===== src/rtl/branch_feed_queue.sv =====
`default_nettype none
// +----------------------------------------------------------------------------+
// | branch_feed_queue: resolved-branch FIFO feeding the predictor, re-aligning |
// | its registered miss flag and keeping branch/miss statistics. Rev 1.0       |
// +----------------------------------------------------------------------------+
module branch_feed_queue #(
  parameter int DEPTH = 8,
  parameter int ID_W  = 3,
  parameter int CNT_W = 16
) (
  input  logic                     clk,
  input  logic                     reset,
  input  logic                     in_valid,
  output logic                     in_ready,
  input  logic [ID_W-1:0]          in_id,
  input  logic                     in_outcome,
  output logic                     bp_issue,
  output logic [ID_W-1:0]          bp_branchID,
  output logic                     bp_outcome,
  input  logic                     bp_miss,
  input  logic                     stats_clr,
  output logic [$clog2(DEPTH):0]   count,
  output logic [CNT_W-1:0]         total_cnt,
  output logic [CNT_W-1:0]         miss_cnt,
  output logic                     miss_pulse,
  output logic [ID_W-1:0]          miss_id
);

  localparam int c_ptr_w = $clog2(DEPTH);
  localparam int c_cnt_w = c_ptr_w + 1;
  localparam logic [c_cnt_w-1:0] c_depth   = c_cnt_w'(DEPTH);
  localparam logic [CNT_W-1:0]   c_cnt_max = {CNT_W{1'b1}};

  logic [ID_W-1:0]    r_mem_id  [DEPTH];
  logic               r_mem_out [DEPTH];
  logic [c_ptr_w-1:0] r_wr_ptr;
  logic [c_ptr_w-1:0] r_rd_ptr;
  logic [c_cnt_w-1:0] r_count;
  logic               r_issue;
  logic [ID_W-1:0]    r_bid;
  logic               r_bout;
  logic               r_pend_v;
  logic [ID_W-1:0]    r_pend_id;
  logic [CNT_W-1:0]   r_total;
  logic [CNT_W-1:0]   r_miss;
  logic               r_pulse;
  logic [ID_W-1:0]    r_miss_id;

  logic w_push;
  logic w_pop;
  logic w_retire;

  assign in_ready = (r_count < c_depth);
  assign w_push   = in_valid && in_ready;
  // Pop decision uses pre-edge occupancy, so a fresh entry is never issued the cycle it lands.
  assign w_pop    = (r_count != '0);
  assign w_retire = r_pend_v;

  always_ff @(posedge clk) begin
    if (w_push) begin
      r_mem_id[r_wr_ptr]  <= in_id;
      r_mem_out[r_wr_ptr] <= in_outcome;
    end
  end

  always_ff @(posedge clk or negedge reset) begin
    if (!reset) begin
      r_wr_ptr  <= '0;
      r_rd_ptr  <= '0;
      r_count   <= '0;
      r_issue   <= 1'b0;
      r_bid     <= '0;
      r_bout    <= 1'b0;
      r_pend_v  <= 1'b0;
      r_pend_id <= '0;
    end else begin
      if (w_push) begin
        r_wr_ptr <= r_wr_ptr + 1'b1;
      end
      if (w_pop) begin
        r_rd_ptr <= r_rd_ptr + 1'b1;
        r_bid    <= r_mem_id[r_rd_ptr];
        r_bout   <= r_mem_out[r_rd_ptr];
      end
      r_issue   <= w_pop;
      r_pend_v  <= r_issue;
      r_pend_id <= r_bid;
      case ({w_push, w_pop})
        2'b10:   r_count <= r_count + 1'b1;
        2'b01:   r_count <= r_count - 1'b1;
        default: r_count <= r_count;
      endcase
    end
  end

  // The pend stage lines up the predictor's registered miss with the branch it judged.
  always_ff @(posedge clk or negedge reset) begin
    if (!reset) begin
      r_total   <= '0;
      r_miss    <= '0;
      r_pulse   <= 1'b0;
      r_miss_id <= '0;
    end else if (stats_clr) begin
      r_total   <= '0;
      r_miss    <= '0;
      r_pulse   <= 1'b0;
      r_miss_id <= '0;
    end else begin
      r_pulse <= 1'b0;
      if (w_retire) begin
        if (r_total != c_cnt_max) begin
          r_total <= r_total + 1'b1;
        end
        if (bp_miss) begin
          if (r_miss != c_cnt_max) begin
            r_miss <= r_miss + 1'b1;
          end
          r_pulse   <= 1'b1;
          r_miss_id <= r_pend_id;
        end
      end
    end
  end

  assign bp_issue    = r_issue;
  assign bp_branchID = r_bid;
  assign bp_outcome  = r_bout;
  assign count       = r_count;
  assign total_cnt   = r_total;
  assign miss_cnt    = r_miss;
  assign miss_pulse  = r_pulse;
  assign miss_id     = r_miss_id;

endmodule
`default_nettype wire


===== config.mk =====
export PLATFORM = sky130hd
export DESIGN_NAME = branch_feed_queue
export DESIGN_NICKNAME = d
export VERILOG_FILES = /design/src/rtl/branch_feed_queue.sv
export SDC_FILE = /design/constraint.sdc
export NUM_CORES = 1
export LEC_CHECK = 0
export CAP_MARGIN = 10
export CORE_UTILIZATION = 30
export DETAILED_ROUTE_END_ITERATION = 10
export DONT_BUFFER_PORTS = 1
export PLACE_DENSITY = 0.46
export SETUP_SLACK_MARGIN = 0.05
export SYNTH_ARGS = -nofsm -noshare
export SYNTH_HDL_FRONTEND = slang
export SYNTH_SLANG_ARGS = --single-unit

===== constraint.sdc =====
create_clock -name clk -period 3.9 [get_ports clk]
set_clock_uncertainty 0.15 [all_clocks]
set_input_delay 0.975 -clock clk [delete_from_list [all_inputs] [get_ports clk]]
set_output_delay 0.975 -clock clk [all_outputs]
set_load 0.01 [all_outputs]

Word level (Yosys, flattened, before mapping)
Memories as Yosys holds them, arrays and structs flattened. A register that Yosys moved wholly into a read port is not among the register bits.
Cells that the tools add are included.
{"block": "word_totals", "wordCells": 51, "reg_bits": 51, "mem_bits_rw": 32, "latchBits": 0, "inputBits": 9, "romBits": 0, "n_memories": 2}
{"block": "classes", "n_reduce_logical": 12, "magnitude_cmp": 1, "n_addsub": 6, "div": 0, "bitwise": 0, "mul": 0, "shift": 0, "eq_ne": 4, "muxes": 16}
{"name": "r_mem_id", "depth": 8, "width": 3, "rd": 1, "rd_ports_with_merged_regs": 1, "wr": 1, "line_no": "34", "source": "logic [ID_W-1:0] r_mem_id [DEPTH];"}
{"name": "r_mem_out", "depth": 8, "width": 1, "rd": 1, "rd_ports_with_merged_regs": 1, "wr": 1, "line_no": "35", "source": "logic r_mem_out [DEPTH];"}
{"cell": "16-bit two-way mux", "count": 7}
{"cell": "16-bit by 1-bit adder with 16-bit output (second input constant)", "count": 2}
{"cell": "16-bit inequality test (second input constant)", "count": 2}
{"cell": "2-bit nonzero test", "count": 5}
{"cell": "3-bit two-way mux", "count": 3}
{"cell": "4-bit case mux with 2 select lines", "count": 1}
{"cell": "3-bit by 1-bit adder with 3-bit output (second input constant)", "count": 2}
{"cell": "1-bit two-way mux", "count": 5}
{"cell": "4-bit by 1-bit adder with 4-bit output (second input constant)", "count": 1}
{"cell": "4-bit < comparator (second input constant)", "count": 1}
{"cell": "2-bit AND reduction", "count": 2}
{"cell": "4-bit nonzero test", "count": 1}
{"cell": "4-bit by 1-bit subtractor with 4-bit output (second input constant)", "count": 1}
{"cell": "3-bit AND reduction", "count": 1}
{"cell": "2-bit by 1-bit == test with 1-bit output (second input constant)", "count": 1}
{"cell": "2-bit == test (second input constant)", "count": 1}
{"cell": "1-bit logical NOT", "count": 2}
{"cell": "1-bit logical AND", "count": 1}

Depth between registers and ports, before layout
{"block": "depth", "depth_word": 5, "depth_mapped": 10}

Least setup slack after synthesis
Ideal clock, no wire load.
{"block": "synth_timing", "path_type": "input -> register", "start": "input port in_valid", "end": "register r_count[2], in the netlist count[2]", "required_ns": 3.619, "arrival_ns": 2.467, "path_stages": 9, "path_buffers": 0, "path_slack_ns": 1.153, "path_cell_list": "nor2b_1 > inv_1 > ha_1 > xor2_1 > ha_1 > a21oi_1 > xor2_1 > nor2_1 > xor2_1"}
{"block": "synth_via", "elab_chain_cells": 3, "word_cells_on_any_way": 5, "classes_between": "eq/ne: 2; mux: 1; reduce/logical: 2"}
{"item": "start, declared", "line_no": "13", "source": "input logic in_valid,"}
{"item": "1-bit logical AND (*)", "line_no": "54", "source": "assign w_push = in_valid && in_ready;"}
{"item": "2-bit by 1-bit == test with 1-bit output / 2-bit == test (equally long branches)", "line_no": "88", "source": "case ({w_push, w_pop})"}
{"item": "4-bit case mux with 2 select lines / 2-bit nonzero test (equally long branches)"}
{"item": "end signal, assigned", "line_no": "89", "source": "2'b10: r_count <= r_count + 1'b1;"}
{"item": "end signal, assigned", "line_no": "90", "source": "2'b01: r_count <= r_count - 1'b1;"}
{"item": "end signal, assigned", "line_no": "91", "source": "default: r_count <= r_count;"}
{"item": "end, declared", "line_no": "38", "source": "logic [c_cnt_w-1:0] r_count;"}
Every way passes the cells marked *; elsewhere a longest branch is shown, timed or not.
A chain may end at the register's enable or synchronous reset.

Final worst setup path
Same ends and word-level chain as after synthesis.

==> run metrics <==
PwrDens=about 590 mW/mm^2; H-tree levels=3; Final Critical Period=2.64 ns; grt ovf=0; Clock Pin Slew Worst Setup and Hold Paths=about 0.070 ns; Starting Density=31.2%; f_max=approximately 380 MHz; outcome=completed; pre-CTS WS=a little over 0.9 ns; HPWL after DPL=5790 um; setup ws final=1.26 ns; routed via count=roughly 2,600; number of antenna violations at the first check in global routing=0; post-CTS sizing=0; final core occ=34.7%; CTS sink cnt=87; yosys warns=0; worst vdd ir=0.372 mV; drt total wl=approximately 8400 um; Max-cap violations=0; Ports=55; core area=between 0.01 and 0.015 sq mm; die area=0.0137 sq mm; largest net degree at the start of global routing=56; worst-margin pin slew=1.08 ns; placed instance area=approximately 0.0041 sq mm; Die Wd=117 um; Std-Cell Rows=41; Synth Register Bits=87; Fin. Hold Viols=0; count leader, synth=dfrtp_1; P&R area growth vs syn=11.2%; Max-slew headroom=between 20% and 30%; CTS tree=built; drt pass-1 iters=4; Num CTS Buffers=9; Hold Crit Class=in2async; remaining antenna violation count after routing=0; Sum Neg Setup Slack=0 ns; synth cell count leaders=dfrtp_1, edfxtp_1, nand2_1; CP required=between 3 and 4 ns; dpl cells=490; IO Port Bufs=0; worst flop-to-flop path endpoint=count[2]$_DFFE_PN0P_; Avg WL per Cell=16.6 um; Worst R2R Setup Slack=1.33 ns; 1st-iter DRT viols=129; nets@finish=345; Crit Path Max Fanout=6; WS Path Type=in2reg; share of cells above drive strength 1=11.4%; clk buf depth=2; Seq/Total Area, Yosys=58.7%; design area=0.00443 sq mm; synthesized netlist cell count=331; Vias per Instance=around 5; top area cells in the synthesized netlist=dfrtp_1, edfxtp_1, mux4_2; Critical path origin=in_valid; CP endpoint kind=flop; global-route wire length before repair=13,500 um; drt drc=0; Antenna Cells=0; Final Wtd Congestion=~0.77; crit share post-route=67.7%; Synth area leader=dfrtp_1; clk root buf=clkbuf_16; fin cells=506; hold_buf cts=0; Synth top area share=34.6%; CP arrival=2.70 ns; RSZ-0062 raised after global routing=no; worst skew pair latency=0.34 ns; number of setup buffers added after CTS=0; Yosys cell types=43; vias in the first global route=2,542; async set-reset flop share out of synthesis=63.2%; combined area of all synthesized cells=roughly 0.004 sq mm; total global-route track usage=around an eighth; worst reg2reg path startpoint=count[1]$_DFFE_PN0P_; top_reg_cell synth=dfrtp_1; Setup crit start kind=primary input; worst r2r path cells=10; chip height=117 um; Post-synth EDFFs=32; crit path capture=count[2]$_DFFE_PN0P_; Mean Syn Cell Area=12.0 sq um; Mapped Nets=between 300 and 400; Leak=1.58 nW; max-slew violation count=0; final setup fails=0
cells in the final DEF, fill, tap and decap left out, drive strengths merged, types with 5 or more instances in the layout:
| cell type | instances |
|---|---|
| dfrtp | 55 |
| edfxtp | 32 |
| nand2 | 30 |
| nor2 | 20 |
| a21oi | 20 |
| o21ai | 13 |
| or3 | 11 |
| inv | 11 |
| mux2 | 10 |
| nor2b | 9 |
| clkbuf | 9 |
| nand3 | 9 |
| nor4 | 9 |
| nand4 | 8 |
| mux4 | 8 |
| o31ai | 8 |
| or4 | 8 |
| nor3 | 7 |
| ha | 7 |
| mux2i | 5 |
| xnor2 | 5 |
| clkinv | 5 |
flip-flops by register name (all words and copies together) (netlist names):
name,count
total_cnt,16
count,4
miss_id,3
r_rd_ptr,3
r_pend_id,3
bp_issue,1
r_pend_v,1
bp_outcome,1
miss_pulse,1
bp_branchID,3
miss_cnt,16
r_mem_out,8
r_mem_id,24
r_wr_ptr,3
where the power goes:
group	internal, mW	total (mW)	leakage (nW)	switching, mW
Sequential	1.10	1.34	1.00	0.233
Clock	0.439	0.816	0.142	0.377
Combinational	0.269	0.482	0.435	0.212
cell families (layout without fill, tap and decap cells):
kind of cell | count (synthesis) | after routing | synth area share [%]
simple gates | 122 | 122 | 16.6
flops | 87 | 87 | 58.7
compound gates | 60 | 60 | 9.65
mux | 23 | 23 | 8.61
buf+inv | 23 | 26 | 2.26
xor+xnor | 9 | 9 | 1.98
fa+ha+maj | 7 | 7 | 2.20
stage by stage:
step	power [mW]	hold WS (ns)
after global placement	1.84	0.331
after floorplan	1.72	0.266
after detailed placement	1.86	0.333
after global routing	2.80	0.153
final	2.64	0.175
after CTS	2.69	0.158
worst max-delay path: stages:
cell and delay (ns):
nor2b_1 0.36, inv_1 0.13, ha_1 0.29, xor2_1 0.19
ha_1 0.20, a21oi_1 0.17, xor2_1 0.19, nor2_1 0.07
xor2_1 0.14
layout make-up:
cell class / instances / area (sq um)
inverter: 9 / 33.8
tap: 172 / 215
clock inverter: 7 / 56.3
timing repair buffer: 1 / 7.51
multi-input combinational: 221 / 1560
clock buffer: 9 / 225
fill: 1260 / 8340
sequential: 87 / 2340
worst min-delay path by stage:
| stage | from | endpoint | slack (ns) |
|---|---|---|---|
| floorplan | bp_issue$_DFF_PN0_ | r_pend_v$_DFF_PN0_ | 0.27 |
| global placement | bp_branchID[2]$_DFFE_PN0P_ | r_pend_id[2]$_DFF_PN0_ | 0.33 |
| detailed placement | bp_issue$_DFF_PN0_ | r_pend_v$_DFF_PN0_ | 0.33 |
| CTS | reset | miss_cnt[8]$_DFFE_PN0P_ | 0.16 |
| global route | reset | miss_cnt[10]$_DFFE_PN0P_ | 0.15 |
| finish | reset | miss_cnt[9]$_DFFE_PN0P_ | 0.17 |
layer usage:
layer	GRT usage (%)	vias to the layer above	routed length (um)
met1	15.0	1246	3550
met5	0	-	0
met3	4.79	7	577
met4	4.81	0	94
met2	22.8	59	4170
li1	-	1252	-
Power figures use the tool's default switching activity.
